--- config.mk ---
export PLATFORM = sky130hd
export DESIGN_NAME = multi_item_placer
export DESIGN_NICKNAME = d
export VERILOG_FILES = /design/src/rtl/multi_item_placer.sv
export SDC_FILE = /design/constraint.sdc
export NUM_CORES = 1
export LEC_CHECK = 0
export CAP_MARGIN = 20
export CORE_UTILIZATION = 50
export CTS_BUF_LIST = sky130_fd_sc_hd__clkbuf_4 sky130_fd_sc_hd__clkbuf_8
export DETAILED_ROUTE_END_ITERATION = 8
export HOLD_SLACK_MARGIN = 0.03
export PLACE_DENSITY = 0.9
export SETUP_SLACK_MARGIN = 0.15
export SLEW_MARGIN = 20
export SYNTH_ARGS = -nofsm -noshare
export SYNTH_HDL_FRONTEND = slang
export SYNTH_SLANG_ARGS = --single-unit
--- constraint.sdc ---
create_clock -name i_Clk -period 7.8 [get_ports i_Clk]
set_input_delay 1.95 -clock i_Clk [delete_from_list [all_inputs] [get_ports i_Clk]]
set_output_delay 1.95 -clock i_Clk [all_outputs]
set_load 0.02 [all_outputs]
--- src/rtl/multi_item_placer.sv ---
// Item-placement engine: places one item slot at a random free cell that avoids body segments and other valid items.
// Optional ITEM_SEED_LOAD_EN adds i_Seed_load/i_Seed to reload the LFSR.
module multi_item_placer #(
  parameter int          XSIZE     = 48,
  parameter int          YSIZE     = 64,
  parameter int          COORD_W   = 6,
  parameter int          MAX_SIZE  = 20,
  parameter int          N_ITEMS   = 4,
  parameter int          MAX_TRIES = 200,
  parameter logic [15:0] LFSR_SEED = 16'hACE1,
  localparam int         SLOT_W    = (N_ITEMS > 1) ? $clog2(N_ITEMS) : 1
) (
  input  logic                        i_Clk,
  input  logic                        i_Rst,
`ifdef ITEM_SEED_LOAD_EN
  input  logic                        i_Seed_load,
  input  logic [15:0]                 i_Seed,
`endif
  input  logic                        i_Req,
  input  logic [SLOT_W-1:0]           i_Slot,
  input  logic [N_ITEMS-1:0]          i_Clear,
  input  logic [MAX_SIZE*COORD_W-1:0] i_Body_x,
  input  logic [MAX_SIZE*COORD_W-1:0] i_Body_y,
  input  logic [11:0]                 i_Body_size,
  output logic                        o_Ready,
  output logic                        o_Done,
  output logic                        o_Fail,
  output logic [SLOT_W-1:0]           o_Done_slot,
  output logic [N_ITEMS*COORD_W-1:0]  o_Item_x,
  output logic [N_ITEMS*COORD_W-1:0]  o_Item_y,
  output logic [N_ITEMS-1:0]          o_Item_valid
);

  localparam int                 SCAN_LEN = MAX_SIZE + N_ITEMS;
  localparam int                 IDX_W    = (SCAN_LEN > 1) ? $clog2(SCAN_LEN) : 1;
  localparam logic [COORD_W:0]   X_LIM    = XSIZE[COORD_W:0];
  localparam logic [COORD_W:0]   Y_LIM    = YSIZE[COORD_W:0];
  localparam logic [7:0]         TRY_LIM  = MAX_TRIES[7:0];
  localparam logic [IDX_W-1:0]   IDX_LAST = IDX_W'(SCAN_LEN - 1);

  typedef enum logic [2:0] {IDLE, DRAW, SCAN, DONE, FAIL} state_t;

  state_t             state, state_next;
  logic [15:0]        lfsr, lfsr_next;
  logic [COORD_W-1:0] draw_x, draw_y, cand_x, cand_y;
  logic               in_range, hit;
  logic [7:0]         tries, tries_inc;
  logic [IDX_W-1:0]   scan_idx;
  logic [SLOT_W-1:0]  slot;

  always_comb begin
    lfsr_next = {lfsr[14:0], lfsr[15] ^ lfsr[13] ^ lfsr[12] ^ lfsr[10]};
`ifdef ITEM_SEED_LOAD_EN
    // A zero seed would lock the LFSR, so it falls back to the reset seed.
    if (i_Seed_load) lfsr_next = (i_Seed == '0) ? LFSR_SEED : i_Seed;
`endif
  end

  always_comb begin
    draw_x    = lfsr[COORD_W-1:0];
    draw_y    = lfsr[2*COORD_W-1:COORD_W];
    in_range  = ({1'b0, draw_x} < X_LIM) && ({1'b0, draw_y} < Y_LIM);
    tries_inc = tries + 8'd1;
    o_Ready   = (state == IDLE);
  end

  // One table entry per scan cycle: body segments first, then the other item slots.
  always_comb begin
    hit = 1'b0;
    for (int unsigned k = 0; k < MAX_SIZE; k++) begin
      if (32'(scan_idx) == k && k < 32'(i_Body_size) &&
          i_Body_x[k*COORD_W +: COORD_W] == cand_x &&
          i_Body_y[k*COORD_W +: COORD_W] == cand_y)
        hit = 1'b1;
    end
    for (int unsigned j = 0; j < N_ITEMS; j++) begin
      if (32'(scan_idx) == MAX_SIZE + j && o_Item_valid[j] && 32'(slot) != j &&
          o_Item_x[j*COORD_W +: COORD_W] == cand_x &&
          o_Item_y[j*COORD_W +: COORD_W] == cand_y)
        hit = 1'b1;
    end
  end

  always_comb begin
    state_next = state;
    case (state)
      IDLE: if (i_Req) state_next = DRAW;
      DRAW: begin
        if (in_range)                state_next = SCAN;
        else if (tries_inc == TRY_LIM) state_next = FAIL;
      end
      SCAN: begin
        if (hit)                       state_next = (tries == TRY_LIM) ? FAIL : DRAW;
        else if (scan_idx == IDX_LAST) state_next = DONE;
      end
      DONE:    state_next = IDLE;
      FAIL:    state_next = IDLE;
      default: state_next = IDLE;
    endcase
  end

  always_ff @(posedge i_Clk or negedge i_Rst) begin
    if (!i_Rst) state <= IDLE;
    else        state <= state_next;
  end

  always_ff @(posedge i_Clk or negedge i_Rst) begin
    if (!i_Rst) begin
      lfsr         <= LFSR_SEED;
      tries        <= '0;
      scan_idx     <= '0;
      slot         <= '0;
      cand_x       <= '0;
      cand_y       <= '0;
      o_Done       <= 1'b0;
      o_Fail       <= 1'b0;
      o_Done_slot  <= '0;
      o_Item_x     <= '0;
      o_Item_y     <= '0;
      o_Item_valid <= '0;
    end else begin
      lfsr         <= lfsr_next;
      o_Done       <= (state == DONE);
      o_Fail       <= (state == FAIL);
      // The DONE write below overrides a clear of the same slot in the same cycle.
      o_Item_valid <= o_Item_valid & ~i_Clear;
      case (state)
        IDLE: begin
          if (i_Req) begin
            slot  <= i_Slot;
            tries <= '0;
          end
        end
        DRAW: begin
          tries <= tries_inc;
          if (in_range) begin
            cand_x   <= draw_x;
            cand_y   <= draw_y;
            scan_idx <= '0;
          end
        end
        SCAN: scan_idx <= scan_idx + 1'b1;
        DONE: begin
          o_Item_x[slot*COORD_W +: COORD_W] <= cand_x;
          o_Item_y[slot*COORD_W +: COORD_W] <= cand_y;
          o_Item_valid[slot]                <= 1'b1;
          o_Done_slot                       <= slot;
        end
        FAIL:    o_Done_slot <= slot;
        default: ;
      endcase
    end
  end

endmodule

### After elaboration in Yosys (flattened, before gate mapping)

Index checks and enable logic that the tools add are counted.

* input bits: 261
* logic and storage cells: 261
* register bits after elaboration: 102
* output and inout port bits: 57

* multipliers: 1
* $add $sub $neg: 3
* order comparisons: 23
* shifts and indexed selects: 3
* bitwise operators: 6
* multiplexer cells: 40
* reduce and logical (&&, ||, !) cells: 88
* equal/unequal tests: 84

Operators with widths (number)
* == test 6 bit: 48
* < comparator 4 x 12 -> 1 bit (first input constant): 8
* logical AND 1 bit: 77
* variable part select 6 x 34 -> 24 bit: 2
* bitwise mux 24 bit: 2
* < comparator 3 x 12 -> 1 bit (first input constant): 4
* < comparator 5 x 12 -> 1 bit (first input constant): 4
* == test 5 x 4 -> 1 bit (second input constant): 8
* == test 5 bit (second input constant): 8
* negator 5 -> 34 bit: 1
* variable shift 6 x 34 -> 24 bit (first input constant): 1
* 2-to-1 mux 1 bit: 25
* < comparator 1 x 12 -> 1 bit (first input constant): 2
* < comparator 2 x 12 -> 1 bit (first input constant): 2
* == test 5 x 3 -> 1 bit (second input constant): 4
* 2-to-1 mux 3 bit: 6
* == test 8 bit (second input constant): 2
* one-hot mux 8 bit (2 select lines): 1
* == test 5 x 2 -> 1 bit (second input constant): 2
* one-hot mux 5 bit (2 select lines): 1
* one-hot mux 3 bit (3 select lines): 1
* adder 8 x 1 -> 8 bit (second input constant): 1
* 2-to-1 mux 8 bit: 1
* != test 2 bit (second input constant): 4
* 24 further kinds: 33

### Depth between registers and ports, before layout

* depth in word-level cells: 30
* depth in mapped cells: 13
* gate-level depth less buffers: 10

### Worst setup path before layout

Ideal clock, no wire load.

* path type: input -> register
* start point: input port i_Body_size[9]
* end point: register state[0]
* setup time: 68 ps
* arrival: 3727 ps
* slack: 4004 ps
* stages: 8
* required time: 7732 ps
* buffers on the path: 0
* cell sequence: nor4_1 > nand3b_1 > nor3_1 > o2bb2ai_1 > o2111a_1 > nand4_1 > or3_1 > nand3_1

* longest elaborated chain between the ends: 30
* elaborated cells between the ends (all ways): 108
* those cells by class: order compare: 20; eq/ne: 1; mux: 26; reduce/logical: 61

Ends and longest elaborated chain
* start: declaration: RTL line 24 `input logic [11:0] i_Body_size,`
* < comparator 1 x 12 -> 1 bit: RTL line 71 `if (32'(scan_idx) == k && k < 32'(i_Body_size) &&`
* logical AND 1 bit (2 in a row): RTL line 71
* logical AND 1 bit: RTL line 72 `i_Body_x[k*COORD_W +: COORD_W] == cand_x &&`
* 2-to-1 mux 1 bit (19 in a row): RTL line 71
* 2-to-1 mux 1 bit *: RTL line 71
* 2-to-1 mux 1 bit * (4 in a row): RTL line 77 `if (32'(scan_idx) == MAX_SIZE + j && o_Item_valid[j] && 32'(slot) != j &&`
* != test 3 bit (no source line) or 2-to-1 mux 3 bit (tied branches)
* AND reduction 3 bit (no source line) or one-hot mux 3 bit (3 select lines) (tied branches)
* end signal: assignment: RTL line 104 `else state <= state_next;`
* end: declaration: RTL line 43 `state_t state, state_next;`

Every way passes the cells marked *; elsewhere a longest branch is shown, timed or not.
A chain may end at the register's enable or synchronous reset.

### Final worst setup path

Same ends and word-level chain as after synthesis.

==> results.md <==
- Worst R2R Start: cand_x[0]
- Sequential area share after synthesis: 30.11%
- Final WL: 31820 um
- Placed Instances: 1449
- Hold Path End: lfsr[15]
- Grt met1 use: 43.22%
- Area Growth Syn to Fin: 40.02%
- Post-Place Worst Slack: 2.982 ns
- WP data required: 8.12 ns
- Share of flip-flops with an asynchronous set or reset: 100.0%
- Postcts setup bufs: 0
- Layout cells sized above 1: 5.221%
- Final nets: 1516
- Post-DR wirelength/cell: 21.69 um
- Slew headroom: 27.77%
- 1st-iter DRT viols: 841
- Largest net degree at the start of global routing: 59
- Minimum clock period: 4.454 ns
- Placed Area: 11720 um^2
- Global-route wire length before repair: 48450 um
- RSZ-0062 raised after global routing: false
- Cells after Synth: 965
- DR vias: 8673
- Placer congestion estimate: 0.9805
- Top-count cell post-synth: xor2_1
- Clock Path Buffers: 2
- Commonest cells in the netlist: xor2_1, xnor2_1, dfrtp_1
- Fin cells: 1467
- Core Area: 16580 um^2
- Tcrit/Tclk final: 57.10%
- Final-report hold violation count: 0
- Synthesized area per cell: 8.819 um^2
- P_sw: 960.7 uW
- Library cells used by synthesis: 60
- Antenna violations before repair: 2
- Max VDD drop: 206.4 uV
- Num CTS Buffers: 9
- CTS clk-pin slew, worst paths: 0.10 ns
- # resized after CTS: 0
- Hold-fix buffers, CTS: 0
- Drt first pass iters: 6
- Row cnt: 47
- Hold Crit Start: lfsr[14]
- Top-area cell type share of the netlist area: 27.64%
- Setup violators final: 0
- WHS Path Cells: 0
- Flop pwr share: 35.2%
- Die area: 17550 um^2
- DIE WIDTH: 132.5 um
- Slowest-stage cell, CP: nor4_1
- R2R Path End: state[0]
- Area leader, netlist: dfrtp_1
- H-tree levels: 3
- Crit path DAT: 4.77 ns
- Remaining antenna violation count: 0
- GR peak layer: met2
- Warnings from Yosys: 0
- CP Cell Sequence: clkdlybuf4s50_1 -> nor4_1 -> nand3b_1 -> nor3_1 -> o2bb2ai_1 -> o2111a_1 -> nand4_1 -> or3_1 -> nand3_1
- Root Driver: clkbuf_8
- Critical Path Source Type: primary input
- DR DRC count: 0
- Combinational power share: 49.8%
- PD cells: 185.6 nW/um^2
- Setup Skew: 0.01150 ns
- Clock Latency Late Sink: 0.37 ns
- #FFs+latches synth: 102
- Overall Global Routing Usage: 35.91%
- Sw Share: 43.44%
- Netlist Area Pre-Place: 8511 um^2
- Detailed placer's ending HPWL: 23730 um
- Max-slew violation count: 0
- Clock sink count: 102
- Post-synth EDFFs: 0
- Die height: 132.5 um
- Initial core utilization: 51.32%
- Mapped Nets: 1241
- R2r worst-path depth: 9
- Hold WC Path Type: reg -> reg
- Clk network pwr share: 15.0%
- Vias in the first global route: 8743
- M3 GR Usage: 6.705%
- Critical path type: in -> reg
- Outcome: complete, no violations
- CTS tree: done
- Cell internal pwr: 1.251 mW
- Port buffer count: 317
- Post-Layout Inst Area: 11920 um^2
- Setup crit end kind: flip-flop
- Worst-Margin Slew: 1.075 ns
- Max-Cap Viols: 0
- CP max stage delay: 0.69 ns
- DR vias/cell: 5.912
- Prevailing post-synth register cell: dfrtp_1
- M2 GR Usage: 62.31%
- Max Freq: 224.5 MHz
- Total Power: 2.211 mW
- Largest cells by area after synthesis: dfrtp_1, xor2_1, xnor2_1
- Grt total ovfl: 0
- Leakage: 4.941 nW
- Crit-path max FO: 9
- Reg2Reg Setup Slack: 4.58 ns
- Setup TNS: 0 ns
- Final WS setup: 3.346 ns
- # IOs: 318
==> state kept, by name, indices dropped and copies added, names as in the netlist <==
name	count
state	3
o_Done_slot	2
cand_x	6
lfsr	16
o_Item_x	24
slot	2
scan_idx	5
cand_y	6
o_Done	1
o_Item_valid	4
o_Fail	1
tries	8
o_Item_y	24
==> layout make-up <==
class	count	area, um^2
Clock buffer	14	180.2
Sequential cell	102	2577
Fill cell	1202	4667
Antenna cell	2	5.005
Multi-Input combinational cell	783	5554
Clock inverter	2	15.01
Timing Repair Buffer	327	3246
Tap cell	220	275.3
Inverter	17	63.81
==> worst max-delay path: cells and delay by family <==
family / cells / cell delay [ns]
simple gates: 6 / 2.08
buf+inv: 1 / 0.40
compound gates: 2 / 0.33
==> logic make-up after synthesis <==
| group | count (synthesis) | synth area share, % |
|---|---|---|
| AND/OR/NAND/NOR | 312 | 19.41 |
| XOR/XNOR | 296 | 30.55 |
| AO/OA/AOI/OAI | 139 | 10.44 |
| flip-flops | 102 | 30.11 |
| buffers and inverters | 80 | 4.631 |
| multiplexers | 21 | 2.661 |
| adder cells (fa/ha/maj) | 15 | 2.205 |
==> cells in the final DEF (no fill, tap or decap), types with 8 or more instances in the layout <==
cell	n
dfrtp_1	82
xor2_1	158
clkbuf_8	12
clkdlybuf4s50_1	316
a21oi_1	15
nand4_1	37
nand3b_1	8
a31oi_1	8
buf_4	11
mux2_2	13
a22o_1	9
dfstp_2	8
o21ai_0	64
xnor2_1	137
inv_1	16
nand3_1	25
nor2_1	43
ha_1	15
dfrtp_2	12
nor4_1	44
nand2_1	92
mux2i_1	8
nor3_1	20
a22oi_1	11
==> power groups by stage <==
stage	clock network (mW)	registers, mW	logic [mW]
CTS	0.335	0.773	1.09
global placement	0	0.779	1.05
finish	0.332	0.779	1.10
detailed placement	0	0.783	1.08
floorplan	0	0.728	0.688
global route	0.355	0.790	1.19
==> worst max path at each step <==
stage                     cells after the start  endpoint      startpoint
after floorplan                               8  state[0]  i_Body_size[9]
after global placement                        9  state[0]  i_Body_size[9]
after detailed placement                      9  state[0]  i_Body_size[9]
after CTS                                     9  state[0]  i_Body_size[9]
after global routing                          9  state[0]  i_Body_size[9]
final                                         9  state[0]  i_Body_size[9]
==> layer usage <==
| metal | vias up | part of all wire (%) | wire, um |
|---|---|---|---|
| met4 | 0 | 3.9 | 1256 |
| met1 | 4160 | 38 | 12130 |
| met5 | - | 0 | 0 |
| met3 | 98 | 8.9 | 2832 |
| met2 | 508 | 49 | 15600 |
| li1 | 3907 | - | - |
==> through the flow <==
| step | hold slack, ns | utilization [%] |
|---|---|---|
| 3_5_place_dp | 0.3535 | 70.65 |
| 6_report | 0.3725 | 71.86 |
| 2_1_floorplan | 0.3330 | - |
| 5_1_grt | 0.3862 | 71.86 |
| 4_1_cts | 0.3747 | 71.83 |
| 3_3_place_gp | 0.3352 | 70.65 |
No activity file was read; power rests on OpenSTA's default activity.
